## config.mk

```make
export PLATFORM = sky130hd
export DESIGN_NAME = fifo_ctrl
export DESIGN_NICKNAME = d
export VERILOG_FILES = /design/src/rtl/fifo_pkg.sv /design/src/rtl/fifo_ptr.sv /design/src/rtl/fifo_ctrl.sv
export SDC_FILE = /design/constraint.sdc
export NUM_CORES = 1
export LEC_CHECK = 0
export BUFFER_PORTS_ARGS = -buffer_cell sky130_fd_sc_hd__buf_2
export CAP_MARGIN = 20
export CORE_MARGIN = 2
export CORE_UTILIZATION = 35
export DETAILED_ROUTE_END_ITERATION = 16
export PLACE_DENSITY = 0.62
export REMOVE_ABC_BUFFERS = 1
export SETUP_SLACK_MARGIN = 0.02
export SLEW_MARGIN = 20
export SYNTH_ARGS = -nofsm -noshare
export SYNTH_HDL_FRONTEND = slang
export SYNTH_SLANG_ARGS = --single-unit
```

## constraint.sdc

```tcl
create_clock -name clk -period 2.3 [get_ports clk]
set_clock_uncertainty 0.15 [all_clocks]
set_input_delay 0.69 -clock clk [delete_from_list [all_inputs] [get_ports clk]]
set_output_delay 0.69 -clock clk [all_outputs]
set_load 0.01 [all_outputs]
```

## src/rtl/fifo_pkg.sv

```systemverilog
// Shared sizing defaults for the FIFO controller and its pointer counters.
// Optional level flags are enabled by defining FIFO_CTRL_LEVEL_FLAGS_EN.
package fifo_pkg;
  localparam int ADDR_W_DEF   = 4;
  localparam int PTR_W_DEF    = ADDR_W_DEF + 1;
  localparam int AF_LEVEL_DEF = 12;
  localparam int AE_LEVEL_DEF = 4;
endpackage

```

## src/rtl/fifo_ptr.sv

```systemverilog
// Binary wrap counter with enable; the MSB is the lap bit.
// Used for both the write and read pointers of fifo_ctrl.
module fifo_ptr
  import fifo_pkg::*;
#(
  parameter int W = PTR_W_DEF
) (
  input  logic         clk,
  input  logic         rst,
  input  logic         en,
  output logic [W-1:0] ptr
);

  always_ff @(posedge clk or posedge rst) begin
    if (rst)
      ptr <= '0;
    else if (en)
      ptr <= ptr + W'(1);
  end

endmodule

```

## src/rtl/fifo_ctrl.sv

```systemverilog
// Synchronous FIFO controller: pointers, occupancy, sticky errors.
// Define FIFO_CTRL_LEVEL_FLAGS_EN to enable almost_full/almost_empty.
module fifo_ctrl
  import fifo_pkg::*;
#(
  parameter int ADDR_W   = ADDR_W_DEF,
  parameter int AF_LEVEL = AF_LEVEL_DEF,
  parameter int AE_LEVEL = AE_LEVEL_DEF
) (
  input  logic            clk,
  input  logic            rst,
  input  logic            wr,
  input  logic            rd,
  input  logic            clr_err,
  output logic            fifo_we,
  output logic [ADDR_W:0] wptr,
  output logic [ADDR_W:0] rptr,
  output logic            fifo_full,
  output logic            fifo_empty,
  output logic [ADDR_W:0] fifo_count,
  output logic            overflow,
  output logic            underflow,
  output logic            almost_full,
  output logic            almost_empty
);

  localparam int PW = ADDR_W + 1;

  logic rd_en;
  logic ovf_set;
  logic udf_set;

  assign fifo_empty = (wptr == rptr);
  assign fifo_full  = (wptr[ADDR_W] != rptr[ADDR_W]) &&
                      (wptr[ADDR_W-1:0] == rptr[ADDR_W-1:0]);
  assign fifo_count = wptr - rptr;

  // Gate with rst so no write strobe escapes while held in reset.
  assign fifo_we = wr & ~fifo_full & ~rst;
  assign rd_en   = rd & ~fifo_empty & ~rst;
  assign ovf_set = wr & fifo_full;
  assign udf_set = rd & fifo_empty;

  fifo_ptr #(.W(PW)) u_wptr (
    .clk (clk),
    .rst (rst),
    .en  (fifo_we),
    .ptr (wptr)
  );

  fifo_ptr #(.W(PW)) u_rptr (
    .clk (clk),
    .rst (rst),
    .en  (rd_en),
    .ptr (rptr)
  );

  // A new error in the clearing cycle wins over clr_err.
  always_ff @(posedge clk or posedge rst) begin
    if (rst) begin
      overflow  <= 1'b0;
      underflow <= 1'b0;
    end else begin
      overflow  <= ovf_set | (overflow & ~clr_err);
      underflow <= udf_set | (underflow & ~clr_err);
    end
  end

`ifdef FIFO_CTRL_LEVEL_FLAGS_EN
  assign almost_full  = int'(fifo_count) >= AF_LEVEL;
  assign almost_empty = int'(fifo_count) <= AE_LEVEL;
`else
  logic [31:0] unused_levels;
  assign unused_levels = AF_LEVEL ^ AE_LEVEL;
  assign almost_full   = 1'b0;
  assign almost_empty  = 1'b0;
`endif

endmodule

```

Word-level counts from Yosys, hierarchy flattened
Cells that the tools add are included.
- bits in registers: 12
- latch bits: 0
- bits in writable memories: 0
- bits in read-only memories: 0
- bits of input ports: 5
- output and inout port bits: 22
- memories: 0
- add/sub/neg operators: 3
- $mul: 0
- divide/modulo/power cells: 0
- magnitude comparators: 0
- equal/unequal tests: 3
- shift-type cells: 0
- muxes and demuxes: 0
- bitwise operators: 14
- reductions and logical operators: 1
- operators by type and width (operator ; count):
    $add 5x1->5 const B ; 2
    $and 1x1->1 ; 8
    $eq 5x5->1 ; 1
    $sub 5x5->5 ; 1
    $eq 4x4->1 ; 1
    $not 1->1 ; 4
    $or 1x1->1 ; 2
    $logic_and 1x1->1 ; 1
    $ne 1x1->1 ; 1

Depth between registers and ports, before layout
Gate-level depths: netlist of the first run.
- depth in word-level cells: 5
- depth in mapped cells: 7
- mapped depth without buffers: 7

Modules after synthesis
From an unflattened synthesis of the first run, not the netlist that was laid out.
- cells, all modules: 65
- area total of the unflattened synthesis: 711.9 µm²
- modules (own cells, without submodules) (module ; instances ; cells an instance ; area each (µm²) ; sequential area each (µm²)):
    fifo_ptr ; 2 ; 15 ; 203.9 ; 125.1
    fifo_ctrl ; 1 ; 35 ; 304.0 ; 50.0

Least setup slack after synthesis of the first run
Ideal clock, no wire load.
- kind: register -> output
- from: register u_wptr.ptr[0]
- to: output fifo_count[4]
- arrival time: 1575 ps
- slack: -115 ps
- cell stages (with the launch flop): 8
- path buffers: 0
- path through: dfrtp_1 inv_1 ha_1 inv_1 fa_1 a21o_1 a21oi_1 xnor2_1
- longest elaborated chain between the ends: 1
- ends and longest elaborated chain (element ; RTL line ; text):
    from (decl) ; fifo_ptr.sv:11 ; output logic [W-1:0] ptr
    from (signal assigned) ; fifo_ptr.sv:18 ; ptr <= ptr + W'(1);
    $sub 5x5->5 ; fifo_ctrl.sv:36 ; assign fifo_count = wptr - rptr;
    to (decl) ; fifo_ctrl.sv:20 ; output logic [ADDR_W:0] fifo_count,
Every way passes these cells.

Worst setup path in the final report of the first run
Ends and elaborated chain as after synthesis.

==> flow_summary.toml, run 1 <==
[route]
postRouteAntennaNets = 0
routed_wire_length_per_instance_um = 12.16
vias_per_cell = 4.420
drt-total-wl_um = 1824
drtPass1Iterations = 2
drt_iter0_drc = 3
via_count = 663
drc = 0

[clock_network]
cts_buffers = 3
clock_path_buffers = 2
cts.clk_slew.worst_paths_ns = 0.07
clock-sinks = 12
insertion_delay_ns = 0.28
ctsHtreeMaxLevel = 1
clock-root-buffer = "clkbuf_4"
cts_tree = "done"
cts_hold_buffers = 0

[logic_synthesis]
synth_top_area_share_pct = 39.93
synthCells = 73
avgSynthCellArea_um2 = 10.30
yosysTopAreaCell = "dfrtp_1"
synth.most_common_cell = "dfrtp_1"
synth_edf_count = 0
synth_flop_cell = "dfrtp_1"
synth_seq_cells = 12
synth_cell_types = 24
yosysWarnings = 0
synth_common_cells = "12 x dfrtp_1, 10 x inv_1, 7 x xnor2_1"
async_reset_ff_share_pct = 100.0
yosys-top-cells-area = "dfrtp_1 40%, ha_1 10%, xnor2_1 8.2%"
ys_seq_area_share_pct = 39.93
syn_area_um2 = 752.0

[die]
io_pins = 27
start_util_pct = 37.56
die_width_um = 50.35
dieArea_um2 = 2535
fp.coreArea_um2 = 2002
die_h_um = 50.35
rows = 16

[grt]
antenna_found_initial = 0
grt_pass1_wl_um = 2649
grt-ovfl-total = 0
grt_max_degree = 10
grt_use_total_pct = 13.99
grt_pass1_vias = 619

[final_layout]
final_core_util_pct = 59.06
drive_gt1_share_pct = 59.35
nets = 137
syn_to_final_growth_pct = 57.24
diodes = 0
fin_cells = 150

[placed_design]
dp_slack_ns = -0.1650
dpl.hpwl_um = 1323
gp_congestion = 0.7613
dp_cells = 138
port_buffers = 24

[timing]
min_period_over_period_pct = 116.9
period_needed_ns = 2.689
rsz0062_at_grt = "true"
fin_ws_ns = -0.3889
setup_viol = 7
hold_viol = 0
final_max_slew_viol_count = 0
worst_hold_slack_ns = 0.2789
fmax_ghz = 0.3719

[worst_setup_path]
worst-setup-path-type = "flop to output pin"
path_common_cell = "inv_2"
cp_slowest_cell = "dfrtp_1"
max_stage_delay_ns = 0.39
end_kind = "output pin"
crit_fanout = 2
crit_required_ns = 1.46
path_cells = "inv_2 > ha_4 > inv_2 > fa_2 > a21o_1 > a21oi_2 > xnor2_1 > buf_2"
critPathLaunchType = "flop"
worstPathArrival_ns = 1.85

[flow_run]
cap_violations = 0

[power]
powerDensity_nw_per_um2 = 1770
p_leak_nw = 0.5994
ir_drop_mv = 1.187
finalPower_mw = 2.093

[outcome]
violations = "negative setup slack"
outcome = "finished, violations left"

[min_path]
hold_class = "input port to async pin"
==> critical path: cells and delay by family (launching register included) <==
kind	cells	cell delay, ns
AOI/OAI and AO/OA	2	0.32
DFF	1	0.39
buffers and inverters	3	0.26
xor gates and xnor gates	1	0.13
adders and majority gates	2	0.46
==> what timing repair did <==
item	CTS	global route
setup buffers	5	5
gates resized for setup	4	15
pin swaps	2	7
setup endpoints to repair	7	8
==> registers in the layout (all words and copies together) (netlist names) <==
signal,count
u_rptr.ptr,5
underflow,1
overflow,1
u_wptr.ptr,5
==> layout make-up <==
cell class	instances	area [um^2]
Timing Repair Buffer	48	316.6
Fill cell	177	819.5
Clock buffer	3	22.52
Multi-Input combinational cell	50	470.5
Inverter	10	37.54
Sequential cell	12	301.5
Tap cell	27	33.78
==> power breakdown <==
part	internal [mW]	total [mW]	switching [mW]
Combinational	0.835	1.55	0.717
Clock	0.0607	0.128	0.0669
Sequential	0.311	0.413	0.102
==> cells in the final DEF, fill, tap and decap left out, types with 2 or more instances in the layout <==
cell type and instances:
conb_1 2, ha_4 4, buf_6 3, o21ai_2 2
xnor2_1 7, a21oi_2 2, a21o_1 2, nor2_1 3
clkbuf_4 3, ha_1 2, o21ai_0 2, nand4_1 2
nand2_1 5, buf_2 22, inv_1 5, dfrtp_1 11
buf_4 23, xor2_1 6, inv_2 5
==> cells by family (layout without fill, tap and decap cells) <==
kind of cell	count (synthesis)	count (layout)	synth area share [%]
flip-flops	12	12	39.93
buffers and inverters	12	61	6.988
multiplexers	2	2	3.493
XOR/XNOR	13	13	15.14
AO/OA/AOI/OAI	8	8	6.988
other	1	2	0.4987
AND/OR/NAND/NOR	18	18	14.31
adder cells (fa/ha/maj)	7	7	12.65
==> routing by layer <==
metal	GRT usage, %	part of all wire, %	vias up
li1	-	-	336
met1	19.02	45	304
met2	21.49	47	21
met3	5.060	6.6	2
met4	2.703	0.44	0
met5	0	0	-
==> through the flow <==
| step | setup TNS, ns | instance area (um^2) |
|---|---|---|
| after floorplan | -0.1147 | 740.7 |
| after global placement | -0.1382 | 1007 |
| after detailed placement | -0.1650 | 1007 |
| after CTS | -1.534 | 1080 |
| after global routing | -1.829 | 1182 |
| final | -1.343 | 1182 |
==> final timing paths <==
check                      depth (start not counted)          start            end  slack, ns
max reg2reg                                        7  u_wptr.ptr[1]  u_rptr.ptr[1]       0.15
min in group clk                                   2      underflow      underflow       0.38
min reg2reg                                        2      underflow      underflow       0.38
max in group asynchronous                          3            rst  u_wptr.ptr[1]       1.27
max                                                8  u_wptr.ptr[0]  fifo_count[4]      -0.39
min                                                2            rst  u_rptr.ptr[1]       0.28
Note: power is estimated with default switching activity, not from simulation.
==> run 2, diff against run 1 <==
--- a/config.mk
+++ b/config.mk
@@ -7,9 +7,10 @@
 export LEC_CHECK = 0
 export BUFFER_PORTS_ARGS = -buffer_cell sky130_fd_sc_hd__buf_2
 export CAP_MARGIN = 20
-export CORE_MARGIN = 2
+export CORE_MARGIN = 3
 export CORE_UTILIZATION = 35
 export DETAILED_ROUTE_END_ITERATION = 16
+export GPL_ROUTABILITY_DRIVEN = 0
 export PLACE_DENSITY = 0.62
 export REMOVE_ABC_BUFFERS = 1
 export SETUP_SLACK_MARGIN = 0.02
==> constraint.sdc (replaced) <==
create_clock -name clk -period 2.4 [get_ports clk]
set_clock_uncertainty 0.15 [all_clocks]
set_input_delay 0.72 -clock clk [delete_from_list [all_inputs] [get_ports clk]]
set_output_delay 0.72 -clock clk [all_outputs]
set_load 0.01 [all_outputs]
==> flow_summary.toml, run 2 (synthesized netlist as in run 1, its figures left out) <==
[outcome]
outcome = "finished, violations left"
violations = "negative setup slack"

[clock_network]
insertion_delay_ns = 0.27
cts_hold_buffers = 0
cts_tree = "done"
clock-root-buffer = "clkbuf_4"
clock-sinks = 12
ctsHtreeMaxLevel = 1
clock_path_buffers = 2
cts_buffers = 3
cts.clk_slew.worst_paths_ns = 0.08

[route]
drt-total-wl_um = 1713
via_count = 615
routed_wire_length_per_instance_um = 12.32
vias_per_cell = 4.424
postRouteAntennaNets = 0
drt_iter0_drc = 3
drtPass1Iterations = 4
drc = 0

[timing]
rsz0062_at_grt = "true"
hold_viol = 0
final_max_slew_viol_count = 0
min_period_over_period_pct = 112.0
finalSetupTns_ns = -1.108
period_needed_ns = 2.688
fin_ws_ns = -0.2882
fmax_ghz = 0.3720
setup_viol = 6

[final_layout]
nets = 126
fillers = 208
drive_gt1_share_pct = 45.54
diodes = 0
top_regs = "u_rptr.ptr: 5 flops, u_wptr.ptr: 5 flops"
seq_area_um2 = 300.3
final_common_cell = "buf_2"
multi_input_area_um2 = 409.1
syn_to_final_growth_pct = 36.61
final_cell_mix = "23 x buf_2, 13 x buf_4, 12 x dfrtp_1, 9 x inv_1, 7 x xnor2_1"

[die]
dieArea_um2 = 2741
io_pins = 27
rows = 16
die_width_um = 52.35
die_h_um = 52.35
fp.coreArea_um2 = 2002
start_util_pct = 37.56

[power]
p_leak_nw = 0.5517
ir_drop_mv = 1.184
powerDensity_nw_per_um2 = 1677
finalPower_mw = 1.723

[grt]
grt_pass1_wl_um = 2980
grt_use_total_pct = 14.68
antenna_found_initial = 0
grt_max_degree = 10
grt-ovfl-total = 0
grt_pass1_vias = 698

[worst_setup_path]
path_cells = "inv_1 > ha_1 > inv_2 > fa_2 > a21o_1 > a21oi_2 > xnor2_1 > buf_2"
worst-setup-path-type = "flop to output pin"
crit_fanout = 2
cp_slowest_cell = "dfrtp_1"
worstPathArrival_ns = 1.82
end_kind = "output pin"
max_stage_delay_ns = 0.38
critPathLaunchType = "flop"
crit_required_ns = 1.53

[min_path]
hold_class = "input port to async pin"

[placed_design]
dpl.hpwl_um = 1360
port_buffers = 24

[flow_run]
cap_violations = 0
## run 2: changes by cell type in the layout (fill, tap and decap cells not counted), moves of 2 or more
| cell | previous run | this run |
|---|---|---|
| buf_4 | 23 | 13 |
| ha_1 | 2 | 6 |
| ha_4 | 4 | 0 |
| inv_1 | 5 | 9 |
| inv_2 | 5 | 1 |
| buf_6 | 3 | 1 |
## run 2: timing repair
| action | in CTS | in global routing |
|---|---|---|
| buffers inserted | 2 | 0 |
| setup endpoints to repair | 7 | 7 |
| gates resized for setup | 4 | 0 |
| hold endpoints to repair | 0 | 0 |
| pin swaps | 2 | 2 |
| cloned | 0 | 0 |
## run 2: area by class of cell
type / instances / area share (%)
repair buffers: 37 / 21.80
multi-input cells: 50 / 39.83
clock buffers: 3 / 2.192
well taps: 27 / 3.289
inverters: 10 / 3.654
flip-flops and latches: 12 / 29.23
## run 2: report_power, final
group | internal, mW | total, mW | switching (mW)
sequential | 0.296 | 0.375 | 0.0786
clock | 0.0581 | 0.127 | 0.0686
combinational | 0.613 | 1.22 | 0.609
## run 2: path summary, 6_finish.rpt
kind                                    start  depth (start not counted)  slack, ns             to
worst min-delay path                      rst                          2       0.30  u_rptr.ptr[4]
worst max-delay path            u_wptr.ptr[0]                          8      -0.29  fifo_count[4]
max in group asynchronous                 rst                          3       1.36  u_wptr.ptr[2]
min in group clk                    underflow                          2       0.39      underflow
worst min register to register      underflow                          2       0.39      underflow
worst max register to register  u_rptr.ptr[2]                          7       0.33  u_rptr.ptr[1]
## run 2: layer usage
layer / vias up / part of all wire, % / track usage (%)
li1: 311 / - / -
met1: 284 / 41 / 16.46
met2: 18 / 51 / 25.62
met3: 2 / 6.2 / 3.419
met4: 0 / 1.2 / 7.234
met5: - / 0 / 0
## run 2: critical path: cells and delay by family, from the launching register on
family | cells | cell delay, ns
compound gates | 2 | 0.32
fa+ha+maj | 2 | 0.49
flops | 1 | 0.38
xor+xnor | 1 | 0.12
buf+inv | 3 | 0.25
## run 2: through the flow
step	hold WS [ns]	cells	worst slack (ns)	util [%]	instance area, um^2
after global routing	0.3251	139	-0.4018	51.31	1027
after detailed placement	0.3863	134	-0.05670	48.81	977.2
final	0.3011	139	-0.2882	51.31	1027
after global placement	0.3657	134	-0.05573	48.81	977.2
after CTS	0.3167	139	-0.3189	51.31	1027
after floorplan	0.3948	72	-0.04466	-	740.7
